===== config.mk =====
export PLATFORM = sky130hd
export DESIGN_NAME = fb_arbiter
export DESIGN_NICKNAME = d
export VERILOG_FILES = /design/src/rtl/fb_arbiter.sv
export SDC_FILE = /design/constraint.sdc
export NUM_CORES = 1
export LEC_CHECK = 0
export ABC_CLOCK_PERIOD_IN_PS = 8300
export CAP_MARGIN = 20
export CORE_MARGIN = 2
export CORE_UTILIZATION = 55
export DETAILED_ROUTE_END_ITERATION = 6
export GPL_TIMING_DRIVEN = 1
export HOLD_SLACK_MARGIN = 0.12
export MAX_ROUTING_LAYER = met4
export PLACE_DENSITY = 0.84
export REMOVE_ABC_BUFFERS = 1
export SYNTH_ARGS = -nofsm -noshare
export SYNTH_HDL_FRONTEND = slang
export SYNTH_SLANG_ARGS = --single-unit
export TNS_END_PERCENT = 30

===== constraint.sdc =====
create_clock -name sys_clk -period 8.3 [get_ports sys_clk]
set_clock_uncertainty 0.1 [all_clocks]
set_input_delay 2.49 -clock sys_clk [delete_from_list [all_inputs] [get_ports sys_clk]]
set_output_delay 2.49 -clock sys_clk [all_outputs]
set_load 0.05 [all_outputs]

===== src/rtl/fb_arbiter.sv =====
// fb_arbiter: single-port frame-buffer arbiter for the Sobel display path.
// Buffers the processed pixel stream in a small FIFO and shares one
// single-port picture RAM between that writer and the VGA reader. The reader
// has fixed priority; writes fill the RAM sequentially and wrap every frame.
//
// Ports
//   sys_clk, sys_rst_n      clock, asynchronous active-low reset
//   pi_data, pi_flag        incoming pixel and its single-cycle valid strobe
//   rd_req, rd_addr         display read request and address
//   rd_data, rd_valid       returned pixel, valid two cycles after the grant
//   ram_addr, ram_wr_en,    RAM address and strobes (registered, never both
//   ram_rd_en, ram_wdata    strobes high at once), RAM write data
//   ram_rdata               RAM read data, valid one cycle after ram_rd_en
//   frame_done              pulse with the write to the last frame address
//   pic_ready               set once a full frame has been written
//   ovf                     sticky: a pixel was dropped on a full FIFO
module fb_arbiter #(
  parameter int PIC_SIZE   = 9604,
  parameter int ADDR_W     = 14,
  parameter int FIFO_DEPTH = 4
) (
  input  logic              sys_clk,
  input  logic              sys_rst_n,
  input  logic [7:0]        pi_data,
  input  logic              pi_flag,
  input  logic              rd_req,
  input  logic [ADDR_W-1:0] rd_addr,
  output logic [7:0]        rd_data,
  output logic              rd_valid,
  output logic [ADDR_W-1:0] ram_addr,
  output logic              ram_wr_en,
  output logic              ram_rd_en,
  output logic [7:0]        ram_wdata,
  input  logic [7:0]        ram_rdata,
  output logic              frame_done,
  output logic              pic_ready,
  output logic              ovf
);

  localparam int PTR_W = $clog2(FIFO_DEPTH);
  localparam int CNT_W = PTR_W + 1;
  localparam logic [CNT_W-1:0]  FULL_CNT  = CNT_W'(FIFO_DEPTH);
  localparam logic [ADDR_W-1:0] LAST_ADDR = ADDR_W'(PIC_SIZE - 1);

  typedef enum logic [1:0] {IDLE, READ, WRITE} state_e;

  state_e            state_q, state_d;
  logic [7:0]        fifo_mem [FIFO_DEPTH];
  logic [PTR_W-1:0]  wptr_q, rptr_q;
  logic [CNT_W-1:0]  cnt_q, cnt_d;
  logic [ADDR_W-1:0] wr_addr_q, wr_addr_d;
  logic              rd_pend_q;
  logic              fifo_empty, fifo_full, push, pop;

  // Grant decision and FIFO bookkeeping for the coming edge. The grant only
  // looks at the registered FIFO count, so a pixel pushed this cycle is
  // written no earlier than the next one.
  always_comb begin
    fifo_empty = (cnt_q == '0);
    fifo_full  = (cnt_q == FULL_CNT);
    if (rd_req) begin
      state_d = READ;
    end else if (!fifo_empty) begin
      state_d = WRITE;
    end else begin
      state_d = IDLE;
    end
    pop   = (state_d == WRITE);
    // A pop in the same cycle frees the slot, so a full FIFO still accepts.
    push  = pi_flag && (!fifo_full || pop);
    cnt_d = cnt_q + CNT_W'(push) - CNT_W'(pop);
    wr_addr_d = (wr_addr_q == LAST_ADDR) ? '0 : wr_addr_q + ADDR_W'(1);
  end

  // FIFO storage carries data only; occupancy lives in the control registers.
  always_ff @(posedge sys_clk) begin
    if (push) begin
      fifo_mem[wptr_q] <= pi_data;
    end
  end

  always_ff @(posedge sys_clk or negedge sys_rst_n) begin
    if (!sys_rst_n) begin
      state_q    <= IDLE;
      cnt_q      <= '0;
      wptr_q     <= '0;
      rptr_q     <= '0;
      wr_addr_q  <= '0;
      rd_pend_q  <= 1'b0;
      ram_addr   <= '0;
      ram_wr_en  <= 1'b0;
      ram_rd_en  <= 1'b0;
      ram_wdata  <= '0;
      rd_data    <= '0;
      rd_valid   <= 1'b0;
      frame_done <= 1'b0;
      pic_ready  <= 1'b0;
      ovf        <= 1'b0;
    end else begin
      state_q    <= state_d;
      cnt_q      <= cnt_d;
      ram_wr_en  <= 1'b0;
      ram_rd_en  <= 1'b0;
      frame_done <= 1'b0;

      // Read return: grant visible on the RAM port now, RAM answers next
      // cycle, and the answer is registered the cycle after that.
      rd_pend_q <= (state_q == READ);
      rd_valid  <= rd_pend_q;
      if (rd_pend_q) begin
        rd_data <= ram_rdata;
      end

      if (push) begin
        wptr_q <= wptr_q + PTR_W'(1);
      end
      if (pi_flag && !push) begin
        ovf <= 1'b1;
      end

      case (state_d)
        READ: begin
          ram_addr  <= rd_addr;
          ram_rd_en <= 1'b1;
        end
        WRITE: begin
          ram_addr  <= wr_addr_q;
          ram_wdata <= fifo_mem[rptr_q];
          ram_wr_en <= 1'b1;
          rptr_q    <= rptr_q + PTR_W'(1);
          wr_addr_q <= wr_addr_d;
          if (wr_addr_q == LAST_ADDR) begin
            frame_done <= 1'b1;
            pic_ready  <= 1'b1;
          end
        end
        default: ;
      endcase
    end
  end

endmodule


==> flow_metrics.env, run 1 <==
export IMPL_pre_cts_ws_ns=2.801
export IMPL_nNetsFinal=372
export IMPL_grt_usage_pct=21.54
export IMPL_leakagePower_nw=1.960
export IMPL_layout_min_cycle_time_ns=5.185
export IMPL_fin_setup_tns_ns=0
export IMPL_slew_viol_final=0
export IMPL_n_antenna_cell=0
export IMPL_ys_types=39
export IMPL_finalSetupViolCount=0
export IMPL_post_route_drc_count=0
export IMPL_gp_congestion=0.8102
export IMPL_path_clk_slew_ns=0.09
export IMPL_synth_commonest_cells="dfrtp_1, nand2_1, edfxtp_1"
export IMPL_synth_xor_area_share_pct=3.120
export IMPL_r2r_start="cnt_q[0]"
export IMPL_worst_pin_slew_ns=0.7362
export IMPL_rsz0062_at_grt="no"
export IMPL_cts_setup_buffers=0
export IMPL_synth_edf_count=32
export IMPL_worst_ep_required_time_ns=8.48
export IMPL_synth_adder_area_share_pct=2.948
export IMPL_die_y_um=85.46
export IMPL_tritoncts="done"
export IMPL_synth_cells=259
export IMPL_ir_drop_mv=0.2383
export IMPL_yosys_area_top_type="dfrtp_1"
export IMPL_reg2regPathDepth=9
export IMPL_ys_top_cells_by_area="dfrtp_1, edfxtp_1, mux4_2"
export IMPL_crit_type="in -> reg"
export IMPL_crit_path_start_kind="input port"
export IMPL_cts_sinks=91
export IMPL_antenna_found_initial=0
export IMPL_synth_area_um2=3650
export IMPL_crit_fanout=29
export IMPL_dp_cells=396
export IMPL_fin_cells=412
export IMPL_hold_depth=1
export IMPL_end_kind="flop"
export IMPL_syn_area_per_cell_um2=14.09
export IMPL_core_area_um2=6386
export IMPL_ys_warn_count=0
export IMPL_power_mw=1.560
export IMPL_outcome="completed"
export IMPL_hp_start="ram_wr_en"
export IMPL_die_w_um=85.46
export IMPL_hold_viol_final=0
export IMPL_rrSetupSlack_ns=5.01
export IMPL_h_tree_depth=3
export IMPL_drv_cap=0
export IMPL_portBuffers=69
export IMPL_core_rowCount=29
export IMPL_ys_seq_elements=91
export IMPL_drt_iter0_drc=256
export IMPL_async_flop_share_pct=64.84
export IMPL_drive_above_1_share_pct=12.54
export IMPL_period_share_pct=62.46
export IMPL_r2r_end="cnt_q[2]"
export IMPL_vias_per_cell=5.718
export IMPL_p_per_area_nw_per_um2=337.4
export IMPL_synth_most_common_cell="dfrtp_1"
export IMPL_holdPathEnd="rd_pend_q"
export IMPL_overflow=0
export IMPL_num_vias=2356
export IMPL_cts_resized_gates=0
export IMPL_routedWlPerCell_um=16.87
export IMPL_fmax_mhz=192.9
export IMPL_yosysSeqAreaShare_pct=66.78
export IMPL_die_area_um2=7303
export IMPL_start_util_pct=57.15
export IMPL_grt_pass1_vias=2365
export IMPL_ios=70
export IMPL_root_buffer="clkbuf_8"
export IMPL_slew_headroom_pct=50.92
export IMPL_clk_path_buf_depth=2
export IMPL_worstPathArrival_ns=5.36
export IMPL_design_area_um2=4623
export IMPL_synth_top_area_share_pct=40.45
export IMPL_synth_compound_area_share_pct=5.759
export IMPL_dr_pass1_iters=5
export IMPL_antenna_left=0
export IMPL_hp_class="reg -> reg"
export IMPL_synth_top_family_by_area="simple AND/OR/NAND/NOR gates"
export IMPL_place_area_um2=4412
export IMPL_yosys_most_used_dff="dfrtp_1"
export IMPL_setup_ws_ns=3.115
export IMPL_clkLatencyLatePin_ns=0.36
export IMPL_dp_hpwl_mm=4.731
export IMPL_area_growth_pct=26.67
export IMPL_cts_made_buffers=9
export IMPL_wl_mm=6.949
export IMPL_muxShareOfSynthArea_pct=7.405
export IMPL_grt_max_degree=60
export IMPL_synthSimpleGateAreaFrac_pct=10.39
export IMPL_grt_pass1_wl_mm=11.54
export IMPL_cts_hold_buffers=0
[cell families after synthesis]
kind of cell,count (synthesis)
adder cells (fa/ha/maj),8
XOR/XNOR,13
flip-flops,91
AO/OA/AOI/OAI,24
multiplexers,16
buffers and inverters,34
AND/OR/NAND/NOR,73
[how the worst max path moves through the flow]
stage / startpoint / end / slack, ns
after global routing: rd_req / cnt_q[2] / 3.05
after CTS: rd_req / cnt_q[2] / 3.17
after detailed placement: rd_req / cnt_q[2] / 2.80
after global placement: rd_req / cnt_q[2] / 2.93
after floorplan: rd_req / cnt_q[2] / 3.82
final: rd_req / cnt_q[2] / 3.12
[where the power goes]
group / switching, mW / internal [mW] / total [mW]
Sequential: 0.103 / 0.585 / 0.688
Clock: 0.153 / 0.158 / 0.311
Combinational: 0.340 / 0.221 / 0.561
Total: 0.596 / 0.964 / 1.56
[critical path, cell delays in order]
cell and delay (ns):
clkdlybuf4s50_1 0.45, buf_4 0.24, or2_2 0.41, inv_2 0.32
ha_1 0.38, inv_1 0.04, ha_1 0.19, fa_1 0.40
xnor2_1 0.26, xnor2_1 0.16
[cell usage in the layout, fill, tap and decap left out, types with 4 or more instances in the layout]
master / count
mux2_2: 8
xor2_1: 5
nor2_1: 4
inv_1: 21
and3_1: 5
ha_1: 7
clkbuf_8: 9
nand3_1: 8
nand2_1: 35
clkdlybuf4s50_1: 68
edfxtp_1: 32
dfrtp_1: 59
mux4_2: 8
xnor2_1: 8
a222oi_1: 14
[state kept, by name, summed over array words and instances (netlist names), 2 cells and up]
register,count
ram_wdata,8
rd_data,8
ram_addr,14
wptr_q,2
fifo_mem,32
wr_addr_q,14
cnt_q,3
rptr_q,2
[through the flow]
| stage | utilization, % | hold slack (ns) |
|---|---|---|
| final | 72.39 | 0.3310 |
| after CTS | 72.39 | 0.3380 |
| after detailed placement | 69.08 | 0.3204 |
| after global placement | 69.08 | 0.3089 |
| after global routing | 72.39 | 0.3664 |
| after floorplan | - | 0.3385 |
[per-layer routing]
metal / GRT usage, % / routed length (um) / vias to the layer above
met2: 31.11 / 3288 / 104
met1: 28.87 / 2998 / 1156
met3: 5.642 / 525 / 15
met4: 10.10 / 137 / 0
met5: - / 0 / -
li1: - / - / 1081
[layout make-up]
| type | instances | area [um2] |
|---|---|---|
| clock inverters | 5 | 58.81 |
| flip-flops and latches | 91 | 2437 |
| well taps | 77 | 96.34 |
| clock buffers | 11 | 152.6 |
| fillers | 419 | 1763 |
| multi-input cells | 134 | 1087 |
| repair buffers | 72 | 708.2 |
| inverters | 22 | 82.58 |
Power figures use the tool's default switching activity.
==> run 2, diff against run 1 <==
- ABC_CLOCK_PERIOD_IN_PS: 8300 -> 5390
- CORE_UTILIZATION: 55 -> 51
- PLACE_DENSITY: 0.84 -> 0.79
- clock period: 8.3 -> 5.39 ns (I/O delays scaled with it)
==> flow_metrics.env, run 2 (synthesis gave the netlist of run 1 again) <==
export IMPL_outcome="completed"
export IMPL_drive_above_1_share_pct=13.10
export IMPL_path_delay_family="adder cells"
export IMPL_cts_sinks=91
export IMPL_drt_iter0_drc=146
export IMPL_cts_made_buffers=9
export IMPL_crit_type="in -> reg"
export IMPL_post_route_drc_count=0
export IMPL_critPathBufInv=3
export IMPL_root_buffer="clkbuf_8"
export IMPL_grt_max_degree=60
export IMPL_overflow=0
export IMPL_nNetsFinal=373
export IMPL_hp_start="ram_wr_en"
export IMPL_dr_pass1_iters=4
export IMPL_antenna_found_initial=0
export IMPL_die_area_um2=7849
export IMPL_rsz0062_at_grt="no"
export IMPL_ir_drop_mv=0.2597
export IMPL_antenna_left=0
export IMPL_crit_fanout=15
export IMPL_die_y_um=88.60
export IMPL_die_w_um=88.60
export IMPL_portBuffers=69
export IMPL_pre_cts_ws_ns=1.173
export IMPL_start_util_pct=53.13
export IMPL_dp_hpwl_mm=4.745
export IMPL_drv_cap=0
export IMPL_grt_pass1_wl_mm=10.73
export IMPL_setup_ws_ns=1.516
export IMPL_p_per_area_nw_per_um2=505.0
export IMPL_seqCellArea_um2=2437
export IMPL_area_growth_pct=26.57
export IMPL_h_tree_depth=3
export IMPL_finalSetupViolCount=0
export IMPL_gp_congestion=0.7600
export IMPL_num_vias=2274
export IMPL_core_area_um2=6869
export IMPL_grt_pass1_vias=2156
export IMPL_largest_reg_flops=32
export IMPL_cts_hold_buffers=0
export IMPL_fillCellCount=503
export IMPL_wl_mm=6.795
export IMPL_slew_headroom_pct=51.58
export IMPL_slew_viol_final=0
export IMPL_slowest_delay_ns=0.65
export IMPL_ios=70
export IMPL_n_antenna_cell=0
export IMPL_grtUsageMet2_pct=27.96
export IMPL_layout_min_cycle_time_ns=3.874
export IMPL_grt_busiest_layer="met2"
export IMPL_regMostFlops="fifo_mem"
export IMPL_grt_util_met3_pct=4.664
export IMPL_grt_usage_pct=18.96
export IMPL_routedWlPerCell_um=15.73
export IMPL_final_cell_mix="clkdlybuf4s50_1, dfrtp_1, nand2_1"
export IMPL_hp_class="reg -> reg"
export IMPL_reg2regPathDepth=9
export IMPL_grtUsageMet1_pct=26.12
export IMPL_tritoncts="done"
export IMPL_r2r_end="cnt_q[2]"
export IMPL_clkLatencyLatePin_ns=0.35
export IMPL_crit_path_start_kind="input port"
export IMPL_power_mw=2.333
export IMPL_end_kind="flop"
export IMPL_holdPathEnd="rd_pend_q"
export IMPL_layout_commonest_cell="clkdlybuf4s50_1"
export IMPL_cts_resized_gates=0
export IMPL_top_regs="fifo_mem x32, ram_addr x14, wr_addr_q x14"
export IMPL_leakagePower_nw=1.959
export IMPL_whs_ns=0.3314
export IMPL_path_clk_slew_ns=0.08
export IMPL_worst_pin_slew_ns=0.7264
export IMPL_slowest_stage="clkdlybuf4s50_1"
export IMPL_vias_per_cell=5.264
export IMPL_r2r_start="cnt_q[0]"
export IMPL_worst_ep_required_time_ns=5.56
export IMPL_cts_setup_buffers=0
export IMPL_fmax_mhz=258.1
export IMPL_core_rowCount=30
export IMPL_period_share_pct=71.88
export IMPL_fin_setup_tns_ns=0
export IMPL_rrSetupSlack_ns=2.54
export IMPL_post_route_util_pct=67.25
export IMPL_hold_viol_final=0
export IMPL_cp_cell_sequence="clkdlybuf4s50_1 > or2_2 > inv_2 > ha_1 > inv_1 > ha_1 > fa_1 > xnor2_1 > xnor2_1"
export IMPL_clk_path_buf_depth=2
export IMPL_multi_input_area_um2=1087
export IMPL_worstPathArrival_ns=4.05
export IMPL_hold_depth=1
==> run 2: stage by stage <==
stage / instances / instance area [um2]
finish: 432 / 4619
floorplan: 247 / 3601
global placement: 416 / 4443
detailed placement: 416 / 4443
global route: 432 / 4619
CTS: 432 / 4619
==> run 2: worst max-delay path by stage <==
stage | from | end | depth (start not counted)
global placement | rd_req | cnt_q[2] | 9
finish | rd_req | cnt_q[2] | 9
detailed placement | rd_req | cnt_q[2] | 9
global route | rd_req | cnt_q[2] | 9
CTS | rd_req | cnt_q[2] | 9
floorplan | rd_req | cnt_q[2] | 8
==> run 2: routing by layer <==
metal / vias to the layer above / part of all wire, %
li1: 1087 / -
met1: 1113 / 47
met2: 67 / 47
met3: 7 / 5.2
met4: 0 / 1.1
met5: - / 0
==> run 2: final cells by class <==
class                      count  share of cell area (%)
inverter                      22                   1.788
clock buffer                   9                   2.681
sequential                    91                   52.76
timing repair buffer          73                   15.49
multi-input combinational    134                   23.54
tap                           96                   2.600
clock inverter                 7                   1.138
==> run 2: worst reg2reg max path, stage by stage, from the launching register on <==
cell and delay (ns):
dfrtp_1 0.44, nor3_1 0.43, or2_2 0.46, inv_2 0.07
ha_1 0.28, inv_1 0.04, ha_1 0.19, fa_1 0.41
xnor2_1 0.22, xnor2_1 0.15
==> run 2: where the power goes <==
group          switching [mW]  leakage [nW]  total [mW]  internal (mW)
Clock                   0.247        0.0953       0.419          0.172
Combinational           0.519         0.850       0.861          0.342
Sequential              0.153          1.01        1.05          0.901
Total                   0.919          1.96        2.33           1.41
==> run 3, diff against run 2 <==
- ABC_CLOCK_PERIOD_IN_PS: 5390 -> 3800
- clock period: 5.39 -> 3.8 ns (I/O delays scaled with it)
==> flow_metrics.env, run 3 (synthesis gave the netlist of run 1 again) <==
export IMPL_outcome="completed"
export IMPL_grt_pass1_vias=2280
export IMPL_cts_sinks=91
export IMPL_multi_input_area_um2=1087
export IMPL_start_util_pct=53.13
export IMPL_ios=70
export IMPL_ir_drop_mv=0.4905
export IMPL_nNetsFinal=374
export IMPL_gp_congestion=0.7683
export IMPL_die_area_um2=7849
export IMPL_switching_share_pct=37.73
export IMPL_final_cell_mix="clkdlybuf4s50_1, dfrtp_1, nand2_1"
export IMPL_p_per_area_nw_per_um2=736.7
export IMPL_worstPathArrival_ns=3.31
export IMPL_drive_above_1_share_pct=13.35
export IMPL_rrSetupSlack_ns=1.26
export IMPL_hp_start="ram_wr_en"
export IMPL_hold_viol_final=0
export IMPL_p_switching_mw=1.301
export IMPL_post_route_drc_count=0
export IMPL_grt_pass1_wl_mm=11.05
export IMPL_num_vias=2326
export IMPL_slew_headroom_pct=60.51
export IMPL_reg2regPathDepth=9
export IMPL_dr_pass1_iters=4
export IMPL_cts_setup_buffers=0
export IMPL_overflow=0
export IMPL_cts_made_buffers=9
export IMPL_hp_class="reg -> reg"
export IMPL_layout_min_cycle_time_ns=3.133
export IMPL_slew_viol_final=0
export IMPL_clkLatencyLatePin_ns=0.35
export IMPL_pwr_share_comb_pct=35.4
export IMPL_internal_power_mw=2.147
export IMPL_n_antenna_cell=0
export IMPL_slowest_stage="clkdlybuf4s50_1"
export IMPL_grt_max_degree=41
export IMPL_core_area_um2=6869
export IMPL_setup_ws_ns=0.6674
export IMPL_die_w_um=88.60
export IMPL_wl_mm=6.768
export IMPL_largest_reg_flops=32
export IMPL_dp_hpwl_mm=4.499
export IMPL_h_tree_depth=3
export IMPL_worst_ep_required_time_ns=3.97
export IMPL_worst_pin_slew_ns=0.5870
export IMPL_crit_path_start_kind="input port"
export IMPL_area_growth_pct=28.25
export IMPL_vias_per_cell=5.372
export IMPL_pre_cts_ws_ns=0.3213
export IMPL_holdPathEnd="rd_pend_q"
export IMPL_cts_resized_gates=0
export IMPL_antenna_left=0
export IMPL_fillCellCount=504
export IMPL_finalSetupViolCount=0
export IMPL_leakagePower_nw=1.985
export IMPL_drt_iter0_drc=154
export IMPL_die_y_um=88.60
export IMPL_tritoncts="done"
export IMPL_root_buffer="clkbuf_8"
export IMPL_period_share_pct=82.44
export IMPL_routedWlPerCell_um=15.63
export IMPL_crit_type="in -> reg"
export IMPL_rsz0062_at_grt="no"
export IMPL_p_seq_share_pct=43.2
export IMPL_seqCellArea_um2=2437
export IMPL_critPathBufInv=3
export IMPL_path_clk_slew_ns=0.09
export IMPL_portBuffers=69
export IMPL_cts_hold_buffers=0
export IMPL_end_kind="flop"
export IMPL_crit_fanout=6
export IMPL_fin_setup_tns_ns=0
export IMPL_top_regs="fifo_mem x32, ram_addr x14, wr_addr_q x14"
export IMPL_grt_usage_pct=19.41
export IMPL_drv_cap=0
export IMPL_r2r_start="cnt_q[0]"
export IMPL_antenna_found_initial=0
export IMPL_r2r_end="cnt_q[2]"
export IMPL_fmax_mhz=319.2
export IMPL_clk_path_buf_depth=2
export IMPL_hold_depth=1
export IMPL_slowest_delay_ns=0.45
export IMPL_layout_commonest_cell="clkdlybuf4s50_1"
export IMPL_clkPwrFrac_pct=21.4
export IMPL_regMostFlops="fifo_mem"
export IMPL_cp_cell_sequence="clkdlybuf4s50_1 > nand3_1 > and2_1 > inv_1 > ha_1 > inv_1 > ha_1 > fa_1 > xnor2_1 > xnor2_1"
export IMPL_core_rowCount=30
export IMPL_path_delay_family="adder cells"
run 3: changes by cell type in the layout (fill, tap and decap cells not counted):
cell,previous run,this run
bufinv_16,0,2
clkinv_2,3,0
inv_6,1,2
buf_4,4,5
run 3: cell type report:
cell class / instances / area share [%]
sequential: 91 / 52.07
multi-input combinational: 134 / 23.23
timing repair buffer: 74 / 15.45
clock buffer: 9 / 2.646
tap: 96 / 2.566
clock inverter: 7 / 2.272
inverter: 22 / 1.764
run 3: stage by stage:
stage               std cells  area, um2  total power [mW]  hold WS [ns]  utilization (%)
floorplan                 247       3601             2.291        0.3385                -
global placement          417       4451             2.691        0.3081            64.79
detailed placement        417       4451             2.733        0.3136            64.79
CTS                       433       4681             3.481        0.3277            68.14
global route              433       4681             3.640        0.3322            68.14
finish                    433       4681             3.448        0.3257            68.14
run 3: how the worst max path moves through the flow:
stage	startpoint	to	slack (ns)	cells past startpoint
floorplan	rd_req	cnt_q[2]	0.67	8
global placement	rd_req	cnt_q[2]	0.40	10
detailed placement	rd_req	cnt_q[2]	0.32	10
CTS	rd_req	cnt_q[2]	0.68	10
global route	rd_req	cnt_q[2]	0.52	10
finish	rd_req	cnt_q[2]	0.67	10
run 3: metal layers:
metal | GRT usage [%] | routed length, um | share of wire, %
met1 | 26.41 | 3000 | 44
met2 | 29.12 | 3199 | 47
met3 | 4.384 | 458 | 6.8
met4 | 6.749 | 109 | 1.6
met5 | - | 0 | 0
run 3: power by group through the flow:
stage | combinational (mW) | clock, mW | sequential (mW)
after floorplan | 0.443 | 0 | 1.85
final | 1.22 | 0.739 | 1.49
after CTS | 1.23 | 0.756 | 1.50
after global routing | 1.32 | 0.794 | 1.53
after detailed placement | 1.22 | 0 | 1.51
after global placement | 1.19 | 0 | 1.50
